<file path="src/rtl/seq_alu_if.sv">
// seq_alu_if: request/response bundle between a requester and seq_alu.
//   Request : in_valid, A, B, function_select_lines (requester -> ALU)
//             in_ready (ALU -> requester), accept when in_valid && in_ready
//   Response: result, mul_high, SREG {V,N,Z,C}, out_valid (one-cycle pulse)
// master = requester side, slave = ALU side.
interface seq_alu_if #(
   parameter int WIDTH = 8
);
   logic             in_valid;
   logic             in_ready;
   logic [WIDTH-1:0] A;
   logic [WIDTH-1:0] B;
   logic [3:0]       function_select_lines;
   logic [WIDTH-1:0] result;
   logic [WIDTH-1:0] mul_high;
   logic [3:0]       SREG;
   logic             out_valid;

   modport master (
      output in_valid, A, B, function_select_lines,
      input  in_ready, result, mul_high, SREG, out_valid
   );

   modport slave (
      input  in_valid, A, B, function_select_lines,
      output in_ready, result, mul_high, SREG, out_valid
   );
endinterface

</file>
<file path="src/rtl/seq_alu.sv">
// seq_alu: registered WIDTH-bit ALU with an iterative shift-add multiplier.
//   clk   : system clock, rising edge
//   reset : asynchronous, active-high
//   bus   : seq_alu_if.slave
//           - single-cycle ops: outputs written on the accept edge, out_valid next cycle
//           - MUL (opcode 15): WIDTH shift-add steps, in_ready low while busy
//           - SREG = {V, N, Z, C}
module seq_alu #(
   parameter int WIDTH = 8
) (
   input  logic     clk,
   input  logic     reset,
   seq_alu_if.slave bus
);
   localparam int SHW = $clog2(WIDTH);
   localparam logic [SHW:0] CNT_INIT = (SHW+1)'(WIDTH);
   localparam logic [SHW:0] CNT_LAST = (SHW+1)'(1);

   localparam logic [3:0] OP_ADD = 4'd0,  OP_SUB = 4'd1,  OP_AND = 4'd2,  OP_OR  = 4'd3;
   localparam logic [3:0] OP_XOR = 4'd4,  OP_NOT = 4'd5,  OP_SHL = 4'd6,  OP_SHR = 4'd7;
   localparam logic [3:0] OP_ASR = 4'd8,  OP_ROL = 4'd9,  OP_ROR = 4'd10, OP_CMP = 4'd11;
   localparam logic [3:0] OP_INC = 4'd12, OP_DEC = 4'd13, OP_PAS = 4'd14, OP_MUL = 4'd15;

   typedef enum logic {IDLE, BUSY} state_t;

   state_t state_reg, state_next;

   logic [WIDTH-1:0]   result_reg, mul_high_reg;
   logic [3:0]         sreg_reg;
   logic               out_valid_reg;
   logic [2*WIDTH-1:0] mcand_reg, acc_reg;
   logic [WIDTH-1:0]   mplier_reg;
   logic [SHW:0]       cnt_reg;

   logic               accept;
   logic [3:0]         op;
   logic [SHW-1:0]     amt;
   logic [WIDTH-1:0]   op2;
   logic [WIDTH:0]     arith;
   logic [WIDTH:0]     sh;
   logic [2*WIDTH-1:0] rot;
   logic [WIDTH-1:0]   alu_res;
   logic               alu_c, alu_v;
   logic [2*WIDTH-1:0] acc_step;
   logic [WIDTH-1:0]   prod_hi;

   assign op     = bus.function_select_lines;
   assign amt    = bus.B[SHW-1:0];
   assign accept = bus.in_valid && bus.in_ready;

   // ---------------- FSM: state register ----------------
   always_ff @(posedge clk or posedge reset) begin
      if (reset) state_reg <= IDLE;
      else       state_reg <= state_next;
   end

   // ---------------- FSM: next state ----------------
   always_comb begin
      state_next = state_reg;
      case (state_reg)
         IDLE: if (accept && op == OP_MUL) state_next = BUSY;
         BUSY: if (cnt_reg == CNT_LAST)    state_next = IDLE;
         default: state_next = IDLE;
      endcase
   end

   // ---------------- FSM: outputs ----------------
   always_comb begin
      bus.in_ready = (state_reg == IDLE);
   end

   // ---------------- single-cycle datapath ----------------
   always_comb begin
      // INC/DEC reuse the adder/subtractor with a constant 1 as second operand
      op2     = (op == OP_INC || op == OP_DEC) ? {{(WIDTH-1){1'b0}}, 1'b1} : bus.B;
      arith   = '0;
      sh      = '0;
      rot     = '0;
      alu_res = '0;
      alu_c   = 1'b0;
      alu_v   = 1'b0;
      case (op)
         OP_ADD, OP_INC: begin
            arith   = {1'b0, bus.A} + {1'b0, op2};
            alu_res = arith[WIDTH-1:0];
            alu_c   = arith[WIDTH];
            alu_v   = (bus.A[WIDTH-1] == op2[WIDTH-1]) && (alu_res[WIDTH-1] != bus.A[WIDTH-1]);
         end
         OP_SUB, OP_CMP, OP_DEC: begin
            // bit WIDTH of the widened difference is the unsigned borrow
            arith   = {1'b0, bus.A} - {1'b0, op2};
            alu_res = arith[WIDTH-1:0];
            alu_c   = arith[WIDTH];
            alu_v   = (bus.A[WIDTH-1] != op2[WIDTH-1]) && (alu_res[WIDTH-1] != bus.A[WIDTH-1]);
         end
         OP_AND: alu_res = bus.A & bus.B;
         OP_OR:  alu_res = bus.A | bus.B;
         OP_XOR: alu_res = bus.A ^ bus.B;
         OP_NOT: alu_res = ~bus.A;
         OP_SHL: begin
            // extra MSB catches the last bit shifted out (stays 0 for amt=0)
            sh      = {1'b0, bus.A} << amt;
            alu_res = sh[WIDTH-1:0];
            alu_c   = sh[WIDTH];
         end
         OP_SHR: begin
            sh      = {bus.A, 1'b0} >> amt;
            alu_res = sh[WIDTH:1];
            alu_c   = sh[0];
         end
         OP_ASR: begin
            sh      = $signed({bus.A, 1'b0}) >>> amt;
            alu_res = sh[WIDTH:1];
            alu_c   = sh[0];
         end
         OP_ROL: begin
            rot     = {bus.A, bus.A} << amt;
            alu_res = rot[2*WIDTH-1:WIDTH];
         end
         OP_ROR: begin
            rot     = {bus.A, bus.A} >> amt;
            alu_res = rot[WIDTH-1:0];
         end
         OP_PAS: alu_res = bus.B;
         default: alu_res = '0;
      endcase
   end

   // ---------------- multiplier step ----------------
   // acc_step is the accumulator after the current step; on the last step it
   // is the full product, so it can be written straight to the outputs.
   assign acc_step = acc_reg + (mplier_reg[0] ? mcand_reg : '0);
   assign prod_hi  = acc_step[2*WIDTH-1:WIDTH];

   always_ff @(posedge clk or posedge reset) begin
      if (reset) begin
         result_reg    <= '0;
         mul_high_reg  <= '0;
         sreg_reg      <= '0;
         out_valid_reg <= 1'b0;
         mcand_reg     <= '0;
         mplier_reg    <= '0;
         acc_reg       <= '0;
         cnt_reg       <= '0;
      end else begin
         out_valid_reg <= 1'b0;
         case (state_reg)
            IDLE: begin
               if (accept) begin
                  if (op == OP_MUL) begin
                     mcand_reg  <= {{WIDTH{1'b0}}, bus.A};
                     mplier_reg <= bus.B;
                     acc_reg    <= '0;
                     cnt_reg    <= CNT_INIT;
                  end else begin
                     // CMP only updates flags
                     if (op != OP_CMP) begin
                        result_reg   <= alu_res;
                        mul_high_reg <= '0;
                     end
                     sreg_reg      <= {alu_v, alu_res[WIDTH-1], (alu_res == '0), alu_c};
                     out_valid_reg <= 1'b1;
                  end
               end
            end
            BUSY: begin
               acc_reg    <= acc_step;
               mcand_reg  <= mcand_reg << 1;
               mplier_reg <= mplier_reg >> 1;
               cnt_reg    <= cnt_reg - 1'b1;
               if (cnt_reg == CNT_LAST) begin
                  result_reg    <= acc_step[WIDTH-1:0];
                  mul_high_reg  <= prod_hi;
                  sreg_reg      <= {(prod_hi != '0), acc_step[2*WIDTH-1],
                                    (acc_step == '0), (prod_hi != '0)};
                  out_valid_reg <= 1'b1;
               end
            end
            default: ;
         endcase
      end
   end

   assign bus.result    = result_reg;
   assign bus.mul_high  = mul_high_reg;
   assign bus.SREG      = sreg_reg;
   assign bus.out_valid = out_valid_reg;
endmodule

</file>
<file path="src/flat_wrapper.sv">
// flat-port wrapper written by rule: the top's interface ports become plain ports
module seq_alu_flat 
#(
   parameter int WIDTH = 8
)
  (clk, reset, bus_in_valid, bus_A, bus_B, bus_function_select_lines, bus_in_ready, bus_result, bus_mul_high, bus_SREG, bus_out_valid);
  seq_alu_if #(.WIDTH(WIDTH)) bus_i ();
  input  logic clk;
  input  logic reset;
  input wire logic [$bits(bus_i.in_valid)-1:0] bus_in_valid;
  input wire logic [$bits(bus_i.A)-1:0] bus_A;
  input wire logic [$bits(bus_i.B)-1:0] bus_B;
  input wire logic [$bits(bus_i.function_select_lines)-1:0] bus_function_select_lines;
  output wire logic [$bits(bus_i.in_ready)-1:0] bus_in_ready;
  output wire logic [$bits(bus_i.result)-1:0] bus_result;
  output wire logic [$bits(bus_i.mul_high)-1:0] bus_mul_high;
  output wire logic [$bits(bus_i.SREG)-1:0] bus_SREG;
  output wire logic [$bits(bus_i.out_valid)-1:0] bus_out_valid;
  assign bus_i.in_valid = bus_in_valid;
  assign bus_i.A = bus_A;
  assign bus_i.B = bus_B;
  assign bus_i.function_select_lines = bus_function_select_lines;
  assign bus_in_ready = bus_i.in_ready;
  assign bus_result = bus_i.result;
  assign bus_mul_high = bus_i.mul_high;
  assign bus_SREG = bus_i.SREG;
  assign bus_out_valid = bus_i.out_valid;
  seq_alu #(.WIDTH(WIDTH)) u_core (.clk(clk), .reset(reset), .bus(bus_i));
endmodule
</file>
<file path="config.mk">
export PLATFORM = sky130hd
export DESIGN_NAME = seq_alu_flat
export DESIGN_NICKNAME = d
export VERILOG_FILES = /design/src/rtl/seq_alu_if.sv /design/src/rtl/seq_alu.sv /design/src/flat_wrapper.sv
export SDC_FILE = /design/constraint.sdc
export NUM_CORES = 1
export LEC_CHECK = 0
export CAP_MARGIN = 15
export CORE_AREA = 2 2 129 131
export DETAILED_ROUTE_END_ITERATION = 10
export DIE_AREA = 0 0 131 133
export PLACE_DENSITY = 0.69
export SKIP_CTS_REPAIR_TIMING = 1
export SYNTH_ARGS = -nofsm -noshare
export SYNTH_HDL_FRONTEND = slang
export SYNTH_SLANG_ARGS = --single-unit
</file>
<file path="constraint.sdc">
create_clock -name clk -period 3.8 [get_ports clk]
set_input_delay 0.95 -clock clk [delete_from_list [all_inputs] [get_ports clk]]
set_output_delay 0.95 -clock clk [all_outputs]
set_load 0.02 [all_outputs]
</file>
* Word level (Yosys, flattened, before mapping)
Index checks and enable logic that the tools add are counted.
Word-level totals: register bits 66, input port bits 23, word-level logic and storage cells 101, output and inout port bits 22
Operators by class: multiplexer cells 38, $add $sub $neg 4, bitwise logic cells 5, shift-type cells 5, reductions and logical operators 14, equality and inequality tests 26
Operators by type and width (count):
- $pmux 8 s12 | 1
- $mux 8 | 11
- $mux 16 | 5
- $pmux 16 s2 | 2
- $pmux 8 s2 | 3
- $eq 4x4->1 const B | 8
- $mux 4 | 5
- $add 16x16->16 | 1
- $eq 4x3->1 const B | 4
- $logic_not 16->1 | 1
- $pmux 4 s2 | 2
- $shl 16x3->16 | 1
- $shr 16x3->8 | 1
- $ne 2x2->1 const B | 5
- $add 8x8->9 | 1
- $shl 8x3->9 | 1
- $shr 9x3->9 | 1
- $sshr 9x3->9 | 1
- $sub 8x8->9 | 1
- $and 8x8->8 | 1
- $eq 4x1->1 const B | 2
- $eq 4x2->1 const B | 2
- $logic_not 8->1 | 1
- $not 8->8 | 1
- other kinds (19) | 30

* Logic depth before layout (Yosys ltp)
depth after elaboration 10, gate-level depth with buffers 16, gate-level depth less buffers 14

* Worst setup path before layout
Ideal clock, no wire load.
kind input port to flip-flop, start point in bus_B[1], end point reg u_core.result_reg[7], in the netlist u_core.bus.result[7], cell stages on the path 14, buffers on the path 4, library setup time 0.135 ns, data required time 3.665 ns, path slack -0.404 ns, arrival time 4.069 ns, path through clkbuf_1 -> buf_2 -> clkbuf_1 -> buf_1 -> nand2_1 -> ha_1 -> nand2b_1 -> a211oi_1 -> o21ai_0 -> a221o_1 -> a2111oi_0 -> nor2_1 -> a21oi_1 -> o21ai_0
Between the ends: cells in the longest elaborated chain, start to end 7, elaborated cells between the ends (all ways) 13, classes of those cells add/sub (2); shift (5); mux (6)
RTL lines:
- start: declaration | line flat_wrapper.sv:12 | input wire logic [$bits(bus_i.B)-1:0] bus_B;
- $mux 8 | line seq_alu.sv:75 | op2 = (op == OP_INC || op == OP_DEC) ? {{(WIDTH-1){1'b0}}, 1'b1} : bus.B;
- $sub 8x8->9 or $add 8x8->9 (tied branches) | line seq_alu.sv:91, seq_alu.sv:84
- $pmux 8 s12 (*) | line seq_alu.sv:82 | case (op)
- $mux 8 (*) | line seq_alu.sv:157 | if (op != OP_CMP) begin
- $mux 8 (*) | line seq_alu.sv:150 | if (op == OP_MUL) begin
- $mux 8 (*) | line seq_alu.sv:149 | if (accept) begin
- $pmux 8 s2 (*) | line seq_alu.sv:147 | case (state_reg)
- end signal: assignment | line seq_alu.sv:158 | result_reg <= alu_res;
- end signal: assignment | line seq_alu.sv:172 | result_reg <= acc_step[WIDTH-1:0];
- end: declaration | line seq_alu.sv:28 | logic [WIDTH-1:0] result_reg, mul_high_reg;
Every way passes the cells marked *; elsewhere a longest branch is shown, timed or not. The select of a mux whose other input is x is not followed. A chain may end at the register's enable or synchronous reset.

* Final worst setup path
start point reg u_core.mplier_reg[0], end point reg u_core.sreg_reg[3], in the netlist u_core.bus.SREG[3]
Between the ends: cells in the longest elaborated chain, start to end 5
RTL lines:
- start: declaration | line seq_alu.sv:32 | logic [WIDTH-1:0] mplier_reg;
- start signal: assignment | line seq_alu.sv:152 | mplier_reg <= bus.B;
- start signal: assignment | line seq_alu.sv:169 | mplier_reg <= mplier_reg >> 1;
- $mux 16 | line seq_alu.sv:132 | assign acc_step = acc_reg + (mplier_reg[0] ? mcand_reg : '0);
- $add 16x16->16 | line seq_alu.sv:132
- $reduce_bool 8->1 | line seq_alu.sv:174 | sreg_reg <= {(prod_hi != '0), acc_step[2*WIDTH-1],
- $mux 4 | line seq_alu.sv:171 | if (cnt_reg == CNT_LAST) begin
- $pmux 4 s2 | line seq_alu.sv:147
- end signal: assignment | line seq_alu.sv:161 | sreg_reg <= {alu_v, alu_res[WIDTH-1], (alu_res == '0), alu_c};
- end signal: assignment | line seq_alu.sv:174
- end: declaration | line seq_alu.sv:29 | logic [3:0] sreg_reg;
Every way passes these cells. The select of a mux whose other input is x is not followed.

==> flow_summary.toml <==
[placement]
dp_hpwl_um = 15200
place.gp.congestion = 1.00
io_buffers = 44
postPlaceCellArea_mm2 = 0.00758

[worst_hold_path]
hold_class = "register to register"
hold_end = "u_core.bus.mul_high[1]"
hold-path-cell-count = 2
holdCritStartpoint = "u_core.bus.mul_high[1]"

[layout]
n_antenna_cell = 0
multi_input_area_mm2 = 0.00430
drive_above_1_share_pct = 19.0
nets = 962
syn2layout_area_growth_pct = 26.3
register_area_mm2 = 0.00165
stdcell_area_mm2 = 0.00791
num-fill-cells = 1586

[synth]
synth_largest_area_cell = "dfrtp_1"
yosysSeqAreaShare_pct = 26.4
synth_top_area_share_pct = 26.4
ys_seq_elements = 66
syn-num-nets = 853
synthDistinctLibCells = 78
synthTopCellsByArea = "dfrtp_1, ha_1, nand2_1"
synth-edff-count = 0
synthArstFlopShare_pct = 100
synth_common_cells = "nand2_1, dfrtp_1, o21ai_0"
syn_inst = 775
syn-cell-area_mm2 = 0.00626
yosysMostFrequentCell = "nand2_1"
synth_flop_cell = "dfrtp_1"
syn_area_per_cell_um2 = 8.08
ys_warn_count = 0

[critical_path]
arrival_ns = 3.88
crit_fanout = 3
crit_buf_inv = 0
r2r_start = "u_core.mplier_reg[0]"
critical_path.top_delay_family = "simple AND/OR/NAND/NOR gates"
reg2regPathDepth = 11
required_ns = 4.02
rrSetupSlack_ns = 0.14
crit_path_start_kind = "register"
reg2reg_to = "u_core.bus.SREG[3]"
crit_chain = "and2_1 > ha_1 > fa_1 > a21o_1 > a21boi_2 > o211ai_2 > a311oi_2 > xnor2_1 > or4_1 > or4b_4 > a21o_2"
crit_slowest_cell = "or4b_4"
endpoint_kind = "register"
cp-startpoint = "u_core.mplier_reg[0]"
slowest_delay_ns = 0.54
critPathKind = "register to register"

[timing]
timing.final.crit_share_pct = 96.3
fin_hold_ws_ns = 0.460
min_period_ns = 3.66
max_freq_mhz = 273
hold_viol_final = 0
worst_clock_skew_ns = 0.00707
slew_headroom_pct = 52.8
slew_viol_final = 0
finalSetupViolCount = 0
worst_pin_slew_ns = 0.708

[clocking]
clockRootBuffer = "clkbuf_16"
clk_latency_ns = 0.34
cts_buffers = 9
clk_pin_slew_ns = 0.06
clock-sinks = 66
htree_levels = 3
tritoncts = "yes"
clockBufferDepth = 2

[die]
die_area_mm2 = 0.0174
die_w_um = 131
start_util_pct = 38.7
ios = 45
die_h_um = 133
coreArea_mm2 = 0.0162
row_count = 47

[global_route]
grt_max_degree = 79
grt_use_total_pct = 23.2
grt_first_pass_wirelength_um = 31800
antenna_found_initial = 0
grt_overflow = 0
grt_pass1_vias = 5906

[power]
ir_worst_vdd_mv = 0.475
leakage_nw = 3.67
power_density_mw_per_mm2 = 465

[route]
drt_iter0_markers = 527
drtAntennaViolNets = 0
vias_per_cell = 5.73
routed_wl_um = 19700
wl_per_cell_um = 17.8
drc = 0
first_pass_iters = 6
num_vias = 6357

[flow_run]
drv_cap = 0

[outcome]
status = "completed"
## per-stage QoR
stage | TNS [ns] | power, mW | cells | utilization, % | setup WS [ns]
finish | 0 | 3.68 | 1109 | 48.9 | 0.142
global route | -0.0203 | 3.94 | 1109 | 48.9 | -0.0203
CTS | -0.0949 | 3.66 | 1108 | 48.6 | -0.0530
detailed placement | -1.99 | 2.88 | 1092 | 46.9 | -0.400
global placement | -1.23 | 2.84 | 1092 | 46.9 | -0.330
floorplan | 0 | 2.24 | 775 | - | 0.0258
## worst max-delay path by stage
| stage | cells past startpoint | slack, ns | endpoint |
|---|---|---|---|
| finish | 11 | 0.14 | u_core.bus.SREG[3] |
| CTS | 14 | -0.05 | u_core.bus.result[7] |
| floorplan | 15 | 0.03 | u_core.bus.SREG[1] |
| detailed placement | 14 | -0.40 | u_core.bus.result[7] |
| global route | 14 | -0.02 | u_core.bus.result[7] |
| global placement | 14 | -0.33 | u_core.bus.result[7] |
## metal layers
layer / wire (µm) / GRT usage (%) / vias to the layer above
met5: 0 / 0 / -
met4: 565 / 7.92 / 0
met3: 1150 / 3.32 / 46
met2: 8820 / 35.0 / 225
met1: 9140 / 33.9 / 3058
li1: - / - / 3028
## cells by family (layout without fill, tap and decap cells)
group / after synthesis / after routing / synth area share [%]
DFF: 66 / 66 / 26.4
AOI/OAI and AO/OA: 235 / 235 / 25.6
and+or+nand+nor: 278 / 278 / 21.3
muxes: 33 / 33 / 7.24
buffers and inverters: 91 / 205 / 5.72
adders and majority gates: 55 / 55 / 11.4
xor gates and xnor gates: 17 / 17 / 2.38
## where the power goes
| group | internal (mW) | switching [mW] | total [mW] | leakage (nW) |
|---|---|---|---|---|
| Combinational | 0.759 | 1.04 | 1.80 | 2.67 |
| Clock | 0.445 | 0.323 | 0.768 | 0.128 |
| Sequential | 0.948 | 0.163 | 1.11 | 0.871 |
| Total | 2.15 | 1.52 | 3.68 | 3.67 |
## worst register-to-register path, cell delays in order (launching register included)
cell and delay (ns):
dfrtp_1 0.41, and2_1 0.17, ha_1 0.25, fa_1 0.45, a21o_1 0.20, a21boi_2 0.19, o211ai_2 0.15, a311oi_2 0.31
xnor2_1 0.13, or4_1 0.52, or4b_4 0.54, a21o_2 0.23
## final cells by class
class / instances / share of cell area, %
repair buffers: 147 / 15.7
well taps: 220 / 3.48
clock inverters: 7 / 0.680
multi-input cells: 618 / 54.4
inverters: 42 / 1.99
clock buffers: 9 / 2.85
flip-flops and latches: 66 / 20.9
## cell usage in the layout, fill, tap and decap left out, types with 6 or more instances in the layout
cell type	netlist	layout
a21o_1	8	8
a21oi_1	48	47
a22o_1	11	11
a22oi_1	6	6
a31oi_1	7	6
and2_1	19	19
buf_4	1	101
clkbuf_16	0	9
clkdlybuf4s50_1	0	44
dfrtp_1	66	65
ha_1	52	52
inv_1	41	40
mux2_2	8	8
mux2i_1	16	16
mux4_2	9	9
nand2_1	123	122
nand2b_1	9	9
nand3_1	17	17
nor2_1	47	47
nor2b_1	15	14
nor3_1	11	10
o211ai_1	11	11
o21ai_0	62	61
o22ai_1	8	8
o31ai_1	7	7
xnor2_1	13	13
(Power assumes the default switching activity.)
